<file path="config.mk">
export PLATFORM = sky130hd
export DESIGN_NAME = pic_cpu_intack_master
export DESIGN_NICKNAME = d
export VERILOG_FILES = /design/src/rtl/pic_pkg.sv /design/src/rtl/pic_cpu_intack_master_bus_write.sv /design/src/rtl/pic_cpu_intack_master.sv
export SDC_FILE = /design/constraint.sdc
export NUM_CORES = 1
export LEC_CHECK = 0
export BUFFER_PORTS_ARGS = -buffer_cell sky130_fd_sc_hd__buf_2
export CAP_MARGIN = 20
export CORE_MARGIN = 2
export CORE_UTILIZATION = 50
export CTS_CLUSTER_SIZE = 25
export DETAILED_ROUTE_END_ITERATION = 16
export GPL_ROUTABILITY_DRIVEN = 0
export PLACE_DENSITY = 0.85
export SLEW_MARGIN = 20
export SYNTH_ARGS = -nofsm -noshare
export SYNTH_HDL_FRONTEND = slang
export SYNTH_SLANG_ARGS = --single-unit
</file>
<file path="constraint.sdc">
create_clock -name clk -period 2.2 [get_ports clk]
set_input_delay 0.55 -clock clk [delete_from_list [all_inputs] [get_ports clk]]
set_output_delay 0.55 -clock clk [all_outputs]
set_load 0.01 [all_outputs]
</file>
<file path="src/rtl/pic_pkg.sv">
// Shared encodings and helpers for the 8259A CPU-side bus initiator.
package pic_pkg;

  typedef enum logic [2:0] {
    ST_IDLE    = 3'd0,
    ST_INIT_WR = 3'd1,
    ST_READY   = 3'd2,
    ST_ACK1    = 3'd3,
    ST_ACK_GAP = 3'd4,
    ST_ACK2    = 3'd5,
    ST_EOI_WR  = 3'd6
  } state_t;

  typedef enum logic [2:0] {
    STEP_ICW1 = 3'd0,
    STEP_ICW2 = 3'd1,
    STEP_ICW3 = 3'd2,
    STEP_ICW4 = 3'd3,
    STEP_OCW1 = 3'd4
  } init_step_t;

  typedef enum logic [2:0] {
    WC_IDLE  = 3'd0,
    WC_SETUP = 3'd1,
    WC_PULSE = 3'd2,
    WC_HOLD  = 3'd3,
    WC_GAP   = 3'd4
  } wc_state_t;

  localparam int ICW1_SNGL = 1;
  localparam int ICW1_IC4  = 0;
  localparam int ICW4_AEOI = 1;

  localparam logic [7:0] NS_EOI = 8'h20;
  localparam logic [7:0] S_EOI  = 8'h60;

  // OCW2 byte for an EOI command
  function automatic logic [7:0] ocw2_eoi(input logic specific, input logic [2:0] level);
    return specific ? (S_EOI | {5'b00000, level}) : NS_EOI;
  endfunction

  // Next initialization word, skipping ICW3 in single mode and ICW4 when IC4=0
  function automatic init_step_t next_step(input init_step_t cur, input logic sngl, input logic ic4);
    case (cur)
      STEP_ICW1: return STEP_ICW2;
      STEP_ICW2: return sngl ? (ic4 ? STEP_ICW4 : STEP_OCW1) : STEP_ICW3;
      STEP_ICW3: return ic4 ? STEP_ICW4 : STEP_OCW1;
      default:   return STEP_OCW1;
    endcase
  endfunction

endpackage

</file>
<file path="src/rtl/pic_cpu_intack_master_bus_write.sv">
// One PIC write bus cycle: setup, WR_bar pulse, hold, then idle gap.
module pic_bus_write_cycle
  import pic_pkg::*;
#(
  parameter int PULSE_W = 2,
  parameter int GAP_W   = 2
) (
  input  logic       clk,
  input  logic       rst_n,
  input  logic       abort,
  input  logic       start,
  input  logic       a0,
  input  logic [7:0] data,
  output logic       CS_bar,
  output logic       WR_bar,
  output logic       A0,
  output logic [7:0] D_out,
  output logic       D_oe,
  output logic       done
);

  wc_state_t  r_state, w_state_nxt;
  logic [7:0] r_cnt, w_cnt_nxt;
  logic       w_load;
  logic       r_a0;
  logic [7:0] r_data;

  // Phase register plus the address/data latched when a cycle is accepted
  always_ff @(posedge clk) begin
    if (!rst_n) begin
      r_state <= WC_IDLE;
      r_cnt   <= '0;
      r_a0    <= 1'b0;
      r_data  <= '0;
    end else begin
      r_state <= w_state_nxt;
      r_cnt   <= w_cnt_nxt;
      if (w_load) begin
        r_a0   <= a0;
        r_data <= data;
      end
    end
  end

  // Phase sequencing; abort drops straight back to idle with strobes released
  always_comb begin
    w_state_nxt = r_state;
    w_cnt_nxt   = r_cnt;
    w_load      = 1'b0;
    done        = 1'b0;
    case (r_state)
      WC_IDLE: if (start) begin
        w_state_nxt = WC_SETUP;
        w_load      = 1'b1;
      end
      WC_SETUP: begin
        w_state_nxt = WC_PULSE;
        w_cnt_nxt   = '0;
      end
      WC_PULSE: if (r_cnt == 8'(PULSE_W - 1)) begin
        w_state_nxt = WC_HOLD;
        w_cnt_nxt   = '0;
      end else begin
        w_cnt_nxt = r_cnt + 8'd1;
      end
      WC_HOLD: begin
        w_state_nxt = WC_GAP;
        w_cnt_nxt   = '0;
      end
      WC_GAP: if (r_cnt == 8'(GAP_W - 1)) begin
        w_state_nxt = WC_IDLE;
        w_cnt_nxt   = '0;
        done        = 1'b1;
      end else begin
        w_cnt_nxt = r_cnt + 8'd1;
      end
      default: w_state_nxt = WC_IDLE;
    endcase
    if (abort) begin
      w_state_nxt = WC_IDLE;
      w_cnt_nxt   = '0;
      w_load      = 1'b0;
      done        = 1'b0;
    end
  end

  assign CS_bar = !(r_state == WC_SETUP || r_state == WC_PULSE || r_state == WC_HOLD);
  assign WR_bar = (r_state != WC_PULSE);
  assign D_oe   = !CS_bar;
  assign A0     = r_a0;
  assign D_out  = r_data;

endmodule

</file>
<file path="src/rtl/pic_cpu_intack_master.sv">
// CPU-side initiator for the 8259A: init writes, two-pulse INTA, EOI writes.
module pic_cpu_intack_master
  import pic_pkg::*;
#(
  parameter int PULSE_W = 2,
  parameter int GAP_W   = 2
) (
  input  logic       clk,
  input  logic       rst_n,
  input  logic       start_init,
  input  logic [7:0] icw1,
  input  logic [7:0] icw2,
  input  logic [7:0] icw3,
  input  logic [7:0] icw4,
  input  logic [7:0] ocw1,
  input  logic       eoi_req,
  input  logic       eoi_specific,
  input  logic [2:0] eoi_level,
  input  logic       INT,
  input  logic [7:0] D_in,
  output logic [7:0] D_out,
  output logic       D_oe,
  output logic       CS_bar,
  output logic       WR_bar,
  output logic       A0,
  output logic       INTA_bar,
  output logic [7:0] vector,
  output logic       vector_valid,
  output logic       init_done,
  output logic       busy
);

  state_t     r_state, w_state_nxt;
  init_step_t r_step, w_step_nxt;
  logic [7:0] r_cnt, w_cnt_nxt;
  logic       r_launch, w_launch_nxt;
  logic       r_init_done, w_done_set;
  logic       r_aeoi;
  logic [7:0] r_icw1, r_icw2, r_icw3, r_icw4, r_ocw1;
  logic       r_eoi_pend, r_eoi_spec;
  logic [2:0] r_eoi_lvl;
  logic [7:0] r_eoi_byte, w_eoi_byte_nxt;
  logic [7:0] r_vector;
  logic       r_vv, w_capture, w_take_req;
  logic       r_int_meta, r_int_s;
  logic       w_req_now, w_req_any;
  logic [7:0] w_req_byte;
  logic       w_wr_a0, w_wr_done;
  logic [7:0] w_wr_data;

  // Two-flop synchronizer for the asynchronous INT line
  always_ff @(posedge clk) begin
    if (!rst_n) begin
      r_int_meta <= 1'b0;
      r_int_s    <= 1'b0;
    end else begin
      r_int_meta <= INT;
      r_int_s    <= r_int_meta;
    end
  end

  // Configuration bytes captured on start_init
  always_ff @(posedge clk) begin
    if (start_init) begin
      r_icw1 <= icw1;
      r_icw2 <= icw2;
      r_icw3 <= icw3;
      r_icw4 <= icw4;
      r_ocw1 <= ocw1;
    end
  end

  // One-deep EOI request latch; a newer request overwrites an older one
  always_ff @(posedge clk) begin
    if (!rst_n || start_init) begin
      r_eoi_pend <= 1'b0;
      r_eoi_spec <= 1'b0;
      r_eoi_lvl  <= '0;
    end else if (w_take_req) begin
      r_eoi_pend <= 1'b0;
    end else if (w_req_now) begin
      r_eoi_pend <= 1'b1;
      r_eoi_spec <= eoi_specific;
      r_eoi_lvl  <= eoi_level;
    end
  end

  assign w_req_now  = eoi_req && r_init_done;
  assign w_req_any  = w_req_now || r_eoi_pend;
  assign w_req_byte = w_req_now ? ocw2_eoi(eoi_specific, eoi_level) : ocw2_eoi(r_eoi_spec, r_eoi_lvl);

  // Main FSM state register and its companion control registers
  always_ff @(posedge clk) begin
    if (!rst_n) begin
      r_state     <= ST_IDLE;
      r_step      <= STEP_ICW1;
      r_cnt       <= '0;
      r_launch    <= 1'b0;
      r_init_done <= 1'b0;
      r_aeoi      <= 1'b0;
      r_eoi_byte  <= NS_EOI;
      r_vector    <= '0;
      r_vv        <= 1'b0;
    end else begin
      r_state    <= w_state_nxt;
      r_step     <= w_step_nxt;
      r_cnt      <= w_cnt_nxt;
      r_launch   <= w_launch_nxt;
      r_eoi_byte <= w_eoi_byte_nxt;
      r_vv       <= w_capture;
      if (start_init)      r_init_done <= 1'b0;
      else if (w_done_set) r_init_done <= 1'b1;
      if (start_init)      r_aeoi <= icw1[ICW1_IC4] & icw4[ICW4_AEOI];
      if (w_capture)       r_vector <= D_in;
    end
  end

  // Next-state logic; start_init overrides everything below it
  always_comb begin
    w_state_nxt    = r_state;
    w_step_nxt     = r_step;
    w_cnt_nxt      = r_cnt;
    w_launch_nxt   = 1'b0;
    w_done_set     = 1'b0;
    w_capture      = 1'b0;
    w_take_req     = 1'b0;
    w_eoi_byte_nxt = r_eoi_byte;
    case (r_state)
      ST_INIT_WR: if (w_wr_done) begin
        if (r_step == STEP_OCW1) begin
          w_state_nxt = ST_READY;
          w_done_set  = 1'b1;
        end else begin
          w_step_nxt   = next_step(r_step, r_icw1[ICW1_SNGL], r_icw1[ICW1_IC4]);
          w_launch_nxt = 1'b1;
        end
      end
      ST_READY: if (w_req_any) begin
        w_state_nxt    = ST_EOI_WR;
        w_eoi_byte_nxt = w_req_byte;
        w_take_req     = 1'b1;
        w_launch_nxt   = 1'b1;
      end else if (r_int_s) begin
        w_state_nxt = ST_ACK1;
        w_cnt_nxt   = '0;
      end
      ST_ACK1: if (r_cnt == 8'(PULSE_W - 1)) begin
        w_state_nxt = ST_ACK_GAP;
        w_cnt_nxt   = '0;
      end else begin
        w_cnt_nxt = r_cnt + 8'd1;
      end
      ST_ACK_GAP: if (r_cnt == 8'(GAP_W - 1)) begin
        w_state_nxt = ST_ACK2;
        w_cnt_nxt   = '0;
      end else begin
        w_cnt_nxt = r_cnt + 8'd1;
      end
      ST_ACK2: if (r_cnt == 8'(PULSE_W - 1)) begin
        w_capture = 1'b1;
        w_cnt_nxt = '0;
        if (w_req_any) begin
          w_state_nxt    = ST_EOI_WR;
          w_eoi_byte_nxt = w_req_byte;
          w_take_req     = 1'b1;
          w_launch_nxt   = 1'b1;
        end else if (!r_aeoi) begin
          w_state_nxt    = ST_EOI_WR;
          w_eoi_byte_nxt = NS_EOI;
          w_launch_nxt   = 1'b1;
        end else begin
          w_state_nxt = ST_READY;
        end
      end else begin
        w_cnt_nxt = r_cnt + 8'd1;
      end
      ST_EOI_WR: if (w_wr_done) w_state_nxt = ST_READY;
      default: w_state_nxt = r_state;
    endcase
    if (start_init) begin
      w_state_nxt  = ST_INIT_WR;
      w_step_nxt   = STEP_ICW1;
      w_cnt_nxt    = '0;
      w_launch_nxt = 1'b1;
      w_done_set   = 1'b0;
      w_capture    = 1'b0;
      w_take_req   = 1'b0;
    end
  end

  // Address/data offered to the write engine for the current init word or EOI
  always_comb begin
    w_wr_a0   = 1'b0;
    w_wr_data = r_eoi_byte;
    if (r_state == ST_INIT_WR) begin
      w_wr_a0 = (r_step != STEP_ICW1);
      case (r_step)
        STEP_ICW1: w_wr_data = r_icw1;
        STEP_ICW2: w_wr_data = r_icw2;
        STEP_ICW3: w_wr_data = r_icw3;
        STEP_ICW4: w_wr_data = r_icw4;
        default:   w_wr_data = r_ocw1;
      endcase
    end
  end

  pic_bus_write_cycle #(.PULSE_W(PULSE_W), .GAP_W(GAP_W)) u_wr (
    .clk    (clk),
    .rst_n  (rst_n),
    .abort  (start_init),
    .start  (r_launch),
    .a0     (w_wr_a0),
    .data   (w_wr_data),
    .CS_bar (CS_bar),
    .WR_bar (WR_bar),
    .A0     (A0),
    .D_out  (D_out),
    .D_oe   (D_oe),
    .done   (w_wr_done)
  );

  assign INTA_bar     = !(r_state == ST_ACK1 || r_state == ST_ACK2);
  assign busy         = !(r_state == ST_IDLE || r_state == ST_READY);
  assign vector       = r_vector;
  assign vector_valid = r_vv;
  assign init_done    = r_init_done;

endmodule

</file>
# After elaboration in Yosys (flattened, before gate mapping)

Cells that the tools add are included.

Logic and storage cells: 160
Register bits after elaboration: 101
Output and inout port bits: 24

Multiplexer cells: 60
$add $sub $neg: 2
Bitwise operators: 4
Equality and inequality tests: 38
Reduce and logical (&&, ||, !) cells: 32

Operators with widths:

| kind                | number |
|---|---|
| $mux 8              | 9 |
| $pmux 8 s2          | 3 |
| $mux 3              | 15 |
| $pmux 8 s4          | 1 |
| $mux 1              | 24 |
| $mux 7              | 3 |
| $eq 3x2->1 const B  | 6 |
| $ne 3x3->1 const B  | 6 |
| $pmux 3 s6          | 1 |
| $add 8x1->8 const B | 2 |
| $eq 8x1->1 const B  | 2 |
| $ne 2x2->1 const B  | 8 |
| $reduce_and 8->1    | 2 |
| $eq 3x3->1 const B  | 5 |
| $pmux 3 s5          | 1 |
| $eq 3x1->1 const B  | 3 |
| $logic_not 3->1     | 3 |
| $ne 3x2->1 const B  | 3 |
| $pmux 3 s3          | 1 |
| $reduce_and 3->1    | 3 |
| $ne 2x1->1 const B  | 4 |
| $reduce_or 2->1     | 4 |
| $reduce_bool 7->1   | 1 |
| $logic_or 1x1->1    | 6 |
| 13 further kinds    | 20 |

# Logic depth before layout (Yosys ltp)

Gate-level depths: netlist of run 1.

Depth in word-level cells: 8
Gate-level depth with buffers: 8

# Modules after synthesis

Synthesis of run 1 repeated with hierarchy kept, for this count alone.

Cell total of the unflattened synthesis: 390
Area, all modules: 4,350.4 µm²

Modules (own cells, without submodules):

| module                | cells an instance | area an instance (µm²) | times used | seq. area each (µm²) |
|---|---|---|---|---|
| pic_cpu_intack_master | 287               | 3,383.2                | 1          | 1,941.9 |
| pic_bus_write_cycle   | 103               | 967.2                  | 1          | 400.4 |

# Least setup slack after synthesis of run 1

OpenSTA, ideal clock, no wires.

Path type: reg-to-reg
From: register u_wr.r_cnt[0]
To: register u_wr.r_cnt[5]
Required time: 2,072 ps
Arrival: 1,658 ps
Cell stages (with the launch flop): 8
Buffers on the path: 1
Slack: 414 ps
Path through: dfxtp_1 -> ha_1 -> or4b_4 -> o211ai_4 -> buf_6 -> o21ai_1 -> a21oi_1 -> nor2_1

Longest elaborated chain between the ends: 3
Elaborated cells on any way between the ends: 4
Classes of those cells: 1 x add/sub; 1 x eq/ne; 2 x mux

RTL lines:

| what                                             | RTL line                                                                     | RTL |
|---|---|---|
| start, declared                                  | pic_cpu_intack_master_bus_write.sv:23                                        | `logic [7:0] r_cnt, w_cnt_nxt;` |
| start signal, assigned                           | pic_cpu_intack_master_bus_write.sv:37                                        | `r_cnt <= w_cnt_nxt;` |
| $add 8x1->8 / $eq 8x1->1 (equally long branches) | n/a                                                                          |  |
| $mux 8 (*)                                       | pic_cpu_intack_master_bus_write.sv:60, pic_cpu_intack_master_bus_write.sv:70 |  |
| $pmux 8 s2 (*)                                   | pic_cpu_intack_master_bus_write.sv:51                                        | `case (r_state)` |

Mark *: on every way between the ends. The rest lies on a longest branch, timed or not.
A chain may end at the register's enable or synchronous reset.

# Worst setup path in the final report of run 1

From: register r_state[1]
To: output port INTA_bar

Longest elaborated chain between the ends: 3
Elaborated cells on any way between the ends: 4
Classes of those cells: 2 x eq/ne; 2 x reduce/logical

RTL lines:

| what                                            | RTL line                     | RTL |
|---|---|---|
| start, declared                                 | pic_cpu_intack_master.sv:33  | `state_t r_state, w_state_nxt;` |
| start signal, assigned                          | pic_cpu_intack_master.sv:105 | `r_state <= w_state_nxt;` |
| $eq 3x2->1 / $eq 3x3->1 (equally long branches) | pic_cpu_intack_master.sv:222 | `assign INTA_bar = !(r_state == ST_ACK1 \|\| r_state == ST_ACK2);` |
| $logic_or 1x1->1 (*)                            | pic_cpu_intack_master.sv:222 |  |
| $logic_not 1->1 (*)                             | pic_cpu_intack_master.sv:222 |  |
| end, declared                                   | pic_cpu_intack_master.sv:26  | `output logic INTA_bar,` |

Marked as above.

==> results of run 1 <==
==> power groups by stage <==
stage	sequential [W]	clock (W)	combinational, W
floorplan	0.00200	0	0.0000929
global placement	0.00201	0	0.000181
detailed placement	0.00201	0	0.000186
CTS	0.00197	0.00112	0.000187
global route	0.00198	0.00120	0.000207
finish	0.00197	0.00110	0.000187
==> path summary, 6_finish.rpt <==
kind                      to  cells past startpoint  slack [ns]
setup reg to reg  r_state[1]                      5        0.22
hold reg to reg    vector[7]                      2        0.45
hold / removal     r_icw4[6]                      1        0.35
setup / recovery    INTA_bar                      3        0.12
==> routing by layer <==
| layer | global-route usage | routed length (µm) | vias up |
|---|---|---|---|
| li1 | - | - | 1601 |
| met1 | 0.2279 | 3469 | 1512 |
| met2 | 0.3356 | 4193 | 113 |
| met3 | 0.07831 | 675 | 12 |
| met4 | 0.06310 | 122 | 0 |
| met5 | 0 | 0 | - |
==> area by class of cell <==
type	count	area (µm²)	area share
Tap cell	105	131.4	0.02644
Clock buffer	10	127.6	0.02569
Inverter	10	37.54	0.007555
Timing Repair Buffer	93	498.0	0.1002
Clock inverter	6	60.06	0.01209
Multi-Input combinational cell	270	1770	0.3563
Sequential cell	97	2344	0.4717
==> metrics by stage <==
| stage | cells | area [µm²] |
|---|---|---|
| after floorplan | 396 | 4240 |
| after global placement | 573 | 4765 |
| after detailed placement | 573 | 4765 |
| final | 591 | 4969 |
| after global routing | 591 | 4969 |
| after CTS | 589 | 4952 |
==> Yosys cell counts (2+ instances only) <==
library cell,number,share of area
dfxtp_1,57,0.27
nand2_1,48,0.042
edfxtp_1,40,0.28
a21oi_1,34,0.040
nor2_1,34,0.030
nand3_1,16,0.019
o21ai_0,12,0.014
mux2i_1,10,0.024
o21ai_1,10,0.012
nor3_1,9,0.011
xnor2_1,9,0.019
clkbuf_1,8,0.0071
inv_1,8,0.0071
mux4_2,8,0.042
o211ai_1,8,0.014
buf_2,7,0.0083
a31oi_1,5,0.0074
and2_1,5,0.0074
or3_1,5,0.0074
and3_1,4,0.0059
ha_1,4,0.012
mux2_2,4,0.011
nor2b_1,4,0.0059
nor3b_1,4,0.0071
nand4_1,3,0.0044
a21o_1,2,0.0035
buf_4,2,0.0035
nand2b_1,2,0.0030
or3b_1,2,0.0041
or4b_4,2,0.0065
xor2_1,2,0.0041
==> flip-flops by register name (all words and copies together), names as in the netlist, 4 cells and up <==
name,count
u_wr.D_out,8
r_icw1,8
vector,8
r_ocw1,8
r_icw3,8
r_icw4,8
r_eoi_byte,4
u_wr.r_cnt,8
r_cnt,8
r_icw2,8
==> logic make-up (layout without fill, tap and decap cells) <==
group	after synthesis	in the layout	share of synthesized area
AOI/OAI and AO/OA	80	80	0.1154
xor gates and xnor gates	11	11	0.02272
adders and majority gates	4	4	0.01180
buffers and inverters	29	119	0.03127
DFF	97	97	0.5524
muxes	22	22	0.07672
and+or+nand+nor	153	153	0.1897
==> worst max-delay path, cell delays in order, from the launching register on <==
cell	delay, ns
dfxtp_1	0.55
and2b_1	0.30
o21ai_0	0.13
buf_2	0.18
==> placed cells by master, fill, tap and decap left out, drive strengths merged, types with 2 or more instances in the layout <==
| cell type | instances |
|---|---|
| o21ai | 22 |
| or4b | 2 |
| or3 | 5 |
| and2 | 5 |
| clkinv | 2 |
| buf | 93 |
| or3b | 2 |
| ha | 4 |
| a21oi | 35 |
| mux2 | 4 |
| nor2 | 35 |
| nor3b | 6 |
| mux2i | 10 |
| mux4 | 8 |
| dfxtp | 57 |
| edfxtp | 40 |
| nor3 | 10 |
| nor4b | 2 |
| nand4 | 3 |
| xor2 | 2 |
| or2 | 2 |
| o211ai | 9 |
| a21o | 2 |
| xnor2 | 9 |
| nand2 | 48 |
| nand3 | 16 |
| and3 | 5 |
| nor2b | 4 |
| clkbuf | 10 |
| a31oi | 5 |
| inv | 14 |
| nand2b | 2 |
==> repair_timing <==
action / 4_1_cts / 5_1_grt
gates resized for setup: 0 / 1
setup buffers: 0 / 2
endpoints found under the setup margin: 0 / 7
==> results.md, run 1 <==
* Worst slew margin relative to its limit at 0.5389
* DRT Wirelength at 8459 µm
* Area growth syn-to-layout at 17.17%
* Synth Cell Area at 0.004240 mm²
* Worst Hold Class: input port to flop
* Worst Setup SP: r_state[1]
* CTS tree: built
* Worst-margin pin slew at 0.6906 ns
* Switching pwr at 0.0007820 W
* Clock Path Buffers at 2
* Largest net degree at the start of global routing at 41
* Switch share at 0.2397
* Vias in the first global route at roughly 3,100
* Max Slew Vio Count at 0
* Post-Synthesis Cells at just under 400
* Share of cells above drive strength 1 at 0.2819
* Power Dens Cells at roughly 660 mW/mm²
* Initial Utilization at 0.5161
* # nets final at 542
* Minimum clock period at between 2 and 2.5 ns
* Syn Area/Cell at 10.71 µm²
* DRT Pass-1 Iters at 5
* Worst-path clk slew at 0.10 ns
* FF+latch count, synth at 97
* Final setup TNS at 0 ns
* Tcrit/Tclk final at 0.9451
* Placeable Area at 0.008217 mm²
* Worst r2r src: u_wr.r_state[2]
* Final setup violation count at 0
* Synth Warn # at 0
* RSZ-0062 raised after global routing: no
* Place WS at between 0.15 and 0.2 ns
* DRT antenna net count at 0
* Final Worst Setup Slack at 0.1208 ns
* Clk sinks at 97
* Die span in y at around 96 µm
* Crit path max fanout at 10
* Cts hold-fix bufs at 0
* Grt total ovfl at 0
* I/O Buffers at 80
* Status: completed
* Seq/Total Area, Yosys at 0.5524
* Via-to-Cell Ratio at 5.479
* Internal at approximately 0.0025 W
* DRT iter0 DRCs at 156
* Worst-Skew Late Latency at 0.37 ns
* Hold wc startpoint: icw4[6]
* Drt drc at 0
* Vias at 3,238
* CP required at 1.65 ns
* Die area at 0.009233 mm²
* Detailed Place HPWL at just over 6000 µm
* Die Span X at just under 100 µm
* Final hold violations at 0
* MaxCap Viol Count at 0
* N_diodes at 0
* Net Count, Synth at 457
* Tot Pwr at between 0.003 and 0.004 W
* Num ports at 81
* Unique cell type count in the Yosys netlist at between 50 and 60
* Post-synth top flop: dfxtp_1
* CP Launch Type: flop
* Reg power frac at 0.604
* TritonCTS Buffers at 9
* Total GRT Usage at 0.1975
* Antenna violations before repair at 0
* Critical path class: flop to output pin
* Util after Layout at 0.6047
* Post-synth EDFFs at 40
* Hold slack at 0.3477 ns
* # fillers at 651
* Max VDD drop at approximately 0.65 mV
* CTS HTree Levels at 3
* Crit path DAT at around 1.5 ns
* Worst Skew at 0.004805 ns
* Clock Power Share at 0.338
* Combinational power share at 0.057
* Worst Setup End Kind: output pin
* Asr flop ratio synth at 0
* First-pass GRT wire length at 14,110 µm
* Routed WL per cell at about 14 µm
* Root buf cell: clkbuf_8
* # rows at 33
* P_leak at 1.880 nW
* Fmax achieved at between 400 and 500 MHz
(Power assumes the default switching activity.)
==> inputs of run 2 (changes only) <==
- CTS_BUF_LIST: not set -> sky130_fd_sc_hd__clkbuf_4 sky130_fd_sc_hd__clkbuf_8 sky130_fd_sc_hd__clkbuf_16
==> results.md, run 2 (synthesized netlist as in run 1, its figures left out) <==
* Clock Power Share at 0.341
* P_leak at 1.883 nW
* Status: completed
* Fmax achieved at about 480 MHz
* Drt drc at 0
* Vias in the first global route at between 3,000 and 4,000
* Hold Path Cell Cnt at 1
* Worst Setup End Kind: output pin
* DRT antenna net count at 0
* R2R cell count at 5
* Worst-path clk slew at 0.10 ns
* Worst Skew at 0.004805 ns
* CP Launch Type: flop
* TritonCTS Buffers at 9
* DRT Wirelength at between 8000 and 9000 µm
* # fillers at 649
* Total GRT Usage at 0.1975
* Most common cell after layout, fill and taps aside: buf_2
* # rows at 33
* Switch share at 0.2384
* I/O Buffers at 80
* Root buf cell: clkbuf_8
* Worst-margin pin slew at 0.6828 ns
* Vias at 3,242
* Cts hold-fix bufs at 0
* Num ports at 81
* Die Span X at 96.09 µm
* Area growth syn-to-layout at 17.26%
* Via-to-Cell Ratio at around 5.5
* Combinational power share at 0.057
* Routed WL per cell at 14.28 µm
* Final hold violations at 0
* Die area at 0.009233 mm²
* Non-Filler Instances at 591
* Power Dens Cells at 658.2 mW/mm²
* Flop2flop setup slack at around 0.22 ns
* Tcrit/Tclk final at 0.9483
* Hold wc startpoint: icw4[6]
* CTS tree: built
* Final setup violation count at 0
* Util after Layout at 0.6051
* Placed cells at 573
* Switching pwr at 0.0007803 W
* Worst-Skew Late Latency at 0.37 ns
* Commonest non-fill, non-tap cells in the layout: 80 x buf_2, 56 x dfxtp_1, 48 x nand2_1
* Max Slew Vio Count at 0
* Detailed Place HPWL at 6221 µm
* MaxCap Viol Count at 0
* Minimum clock period at 2.086 ns
* Antenna violations before repair at 0
* Crit Reg-Reg Endpoint: r_state[1]
* DRT iter0 DRCs at 158
* Internal at 0.002493 W
* Die span in y at 96.09 µm
* Crit path max fanout at 10
* CTS HTree Levels at 3
* Final setup TNS at 0 ns
* Placeable Area at 0.008217 mm²
* Worst Hold Class: input port to flop
* Hold path endpoint: r_icw4[6]
* Max VDD drop at 0.6465 mV
* Design Area, Final at about 0.0050 mm²
* Share of cells above drive strength 1 at 0.2840
* Hold slack at between 0.3 and 0.4 ns
* # nets final at between 500 and 600
* First-pass GRT wire length at approximately 14,000 µm
* Largest net degree at the start of global routing at 41
* Initial Utilization at 0.5161
* Clock Path Buffers at 2
* Reg power frac at 0.602
* Worst r2r src: u_wr.r_state[2]
* Area of placed instances at 0.004765 mm²
* Worst slew margin relative to its limit at 0.5441
* Grt total ovfl at 0
* CP required at 1.65 ns
* Critical path class: flop to output pin
* N_diodes at 0
* Clk sinks at 97
* DRT Pass-1 Iters at 6
* Crit path DAT at 1.54 ns
* RSZ-0062 raised after global routing: no
==> run 2: changes by cell type in the layout (fill, tap and decap cells not counted) <==
cell	previous run	this run
clkbuf_1	1	0
clkbuf_4	0	1
==> run 2: how the worst max path moves through the flow <==
stage                              from            end  slack [ns]  cells past startpoint
after floorplan           u_wr.r_cnt[0]  u_wr.r_cnt[5]        0.41                      7
after global placement       start_init        u_wr.A0        0.21                      5
after detailed placement     start_init        u_wr.A0        0.15                      5
after CTS                    r_state[2]       INTA_bar        0.05                      3
after global routing           r_cnt[0]   r_eoi_lvl[0]        0.01                      7
final                        r_state[1]       INTA_bar        0.11                      3
==> run 2: critical path: stages (launching register included) <==
cell	delay (ns)
dfxtp_1	0.56
and2b_1	0.30
o21ai_0	0.13
buf_2	0.18
==> run 2: area by class of cell <==
type	instances	area, µm²	area share
multi-input combinational	270	1770	0.3561
sequential	97	2344	0.4713
clock buffer	10	131.4	0.02642
timing repair buffer	93	498.0	0.1002
inverter	10	37.54	0.007549
tap	105	131.4	0.02642
clock inverter	6	60.06	0.01208
==> run 2: repair_timing <==
item,4_1_cts,5_1_grt
endpoints found under the setup margin,0,7
hold endpoints to repair,0,0
resized for setup,0,1
setup buffers,0,2
==> run 2: routing by layer <==
layer  track usage  vias up  part of all wire
li1              -     1605                 -
met1        0.2279     1510              0.40
met2        0.3356      114              0.50
met3       0.07831       13             0.083
met4       0.06310        0             0.016
met5             0        -                 0
==> run 2: power groups by stage <==
stage               combinational, W  clock, W  sequential, W
floorplan                  0.0000929         0        0.00200
global placement            0.000181         0        0.00201
detailed placement          0.000186         0        0.00201
CTS                         0.000187   0.00114        0.00197
global route                0.000207   0.00122        0.00198
finish                      0.000186   0.00111        0.00197
==> run 2: stage by stage <==
stage                     power (W)  setup slack [ns]
final                      0.003273            0.1136
after global routing       0.003404           0.01421
after CTS                  0.003295           0.04887
after detailed placement   0.002200            0.1546
after global placement     0.002190            0.2110
after floorplan            0.002097            0.4145
==> inputs of run 3 (changes only) <==
- CORE_MARGIN: 2 -> not set
- RECOVER_POWER: not set -> 25
==> results.md, run 3 (synthesized netlist as in run 1, its figures left out) <==
* P_leak at 1.882 nW
* Drt drc at 0
* Crit path max fanout at 12
* Final hold violations at 0
* CP Buf/Inv Count at 1
* Crit path cell chain: and2b_1 -> o21ai_0 -> buf_2
* Worst Hold Class: input port to flop
* Status: completed
* Crit path DAT at about 1.5 ns
* Clk sinks at 97
* TritonCTS Buffers at 9
* DRT Pass-1 Iters at 4
* R2R cell count at 6
* # rows at 33
* CP Launch Type: flop
* Placeable Area at 0.008217 mm²
* Initial Utilization at 0.5161
* DRT iter0 DRCs at around 110
* Area growth syn-to-layout at 17.50%
* CP required at 1.65 ns
* Share of cells above drive strength 1 at 0.2840
* Tcrit/Tclk final at 0.9368
* First-pass GRT wire length at 13,810 µm
* Hold path endpoint: r_icw3[5]
* Vias in the first global route at ~3,100
* Commonest non-fill, non-tap cells in the layout: 80 x buf_2, 55 x dfxtp_1, 48 x nand2_1
* Die area at between 0.008 and 0.009 mm²
* Detailed Place HPWL at around 6200 µm
* RSZ-0062 raised after global routing: no
* Clock Path Buffers at 2
* Via-to-Cell Ratio at 5.450
* Total GRT Usage at 0.2033
* MaxCap Viol Count at 0
* DRT Wirelength at approximately 8400 µm
* Non-Filler Instances at 591
* I/O Buffers at 80
* Hold wc startpoint: icw3[5]
* Worst slew margin relative to its limit at 0.6763
* Worst r2r src: u_wr.r_cnt[0]
* Most common cell after layout, fill and taps aside: buf_2
* Worst Skew at about 0.011 ns
* Vias at 3,221
* Largest net degree at the start of global routing at 42
* CP max stage delay at around 0.45 ns
* Num ports at between 80 and 90
* Crit Reg-Reg Endpoint: r_state[1]
* Placed cells at 574
* Max Slew Vio Count at 0
* Die span in y at about 94 µm
* Slowest library cell on the worst path: dfxtp_2
* Fmax achieved at 485.2 MHz
* Routed WL per cell at 14.18 µm
* Worst-Skew Late Latency at 0.36 ns
* CTS tree: built
* Grt total ovfl at 0
* N_diodes at 0
* Die Span X at roughly 94 µm
* Critical path class: flop to output pin
* Antenna violations before repair at 0
* Final setup violation count at 0
* Root buf cell: clkbuf_8
* DRT antenna net count at 0
* Top delay family on crit path: flip-flops
* Worst-margin pin slew at slightly below 0.5 ns
* Power Dens Cells at 650.1 mW/mm²
* Flop2flop setup slack at roughly 0.2 ns
* Worst-path clk slew at about 0.1 ns
* # nets final at 542
* Hold Path Cell Cnt at 1
* Worst Setup End Kind: output pin
* CTS HTree Levels at 3
* Final setup TNS at 0 ns
* Max VDD drop at between 0.3 and 0.4 mV
* Minimum clock period at 2.061 ns
==> run 3: worst max-delay path by stage <==
stage                  startpoint             to  slack, ns  cells past startpoint
floorplan           u_wr.r_cnt[0]  u_wr.r_cnt[5]       0.41                      7
global placement       start_init        u_wr.A0       0.21                      5
detailed placement     start_init        u_wr.A0       0.16                      5
CTS                    r_state[1]       INTA_bar       0.04                      4
global route             r_cnt[0]  r_eoi_byte[1]      0.003                      6
finish                 r_state[2]       INTA_bar       0.14                      3
==> run 3: report_power, final <==
part	leakage, nW	switching (W)	internal [W]
registers	0.853	0.0000291	0.00195
clock network	0.0957	0.000639	0.000435
logic	0.934	0.0000977	0.0000929
==> run 3: stage by stage <==
stage	total power, W	hold WS, ns	area, µm²	worst slack (ns)	utilization
after CTS	0.003272	0.3449	4969	0.04157	0.6047
after global placement	0.002194	0.4205	4780	0.2053	0.5817
after floorplan	0.002097	0.4119	4240	0.4145	-
after global routing	0.003360	0.3441	4982	0.002941	0.6064
after detailed placement	0.002207	0.4234	4780	0.1612	0.5817
final	0.003239	0.3578	4982	0.1391	0.6064
==> run 3: layer usage <==
| metal | vias to the layer above | routed length [µm] | global-route usage |
|---|---|---|---|
| met3 | 15 | 463 | 0.04207 |
| li1 | 1597 | - | - |
| met5 | - | 0 | 0 |
| met1 | 1505 | 3563 | 0.2303 |
| met2 | 104 | 4214 | 0.3668 |
| met4 | 0 | 136 | 0.08846 |
==> run 3: layout make-up <==
type	count	area (µm²)
repair buffers	93	510.5
well taps	105	131.4
inverters	10	37.54
flip-flops and latches	97	2345
multi-input cells	270	1773
fillers	659	3234
clock inverters	7	61.31
clock buffers	9	123.9
==> run 3: timing repair <==
action / 4_1_cts / 5_1_grt
endpoints found under the setup margin: 1 / 5
hold endpoints to repair: 0 / 0
gates resized for setup: 2 / 2
pin swaps: 0 / 2
hold buffers: 0 / 0
setup buffers: 0 / 1
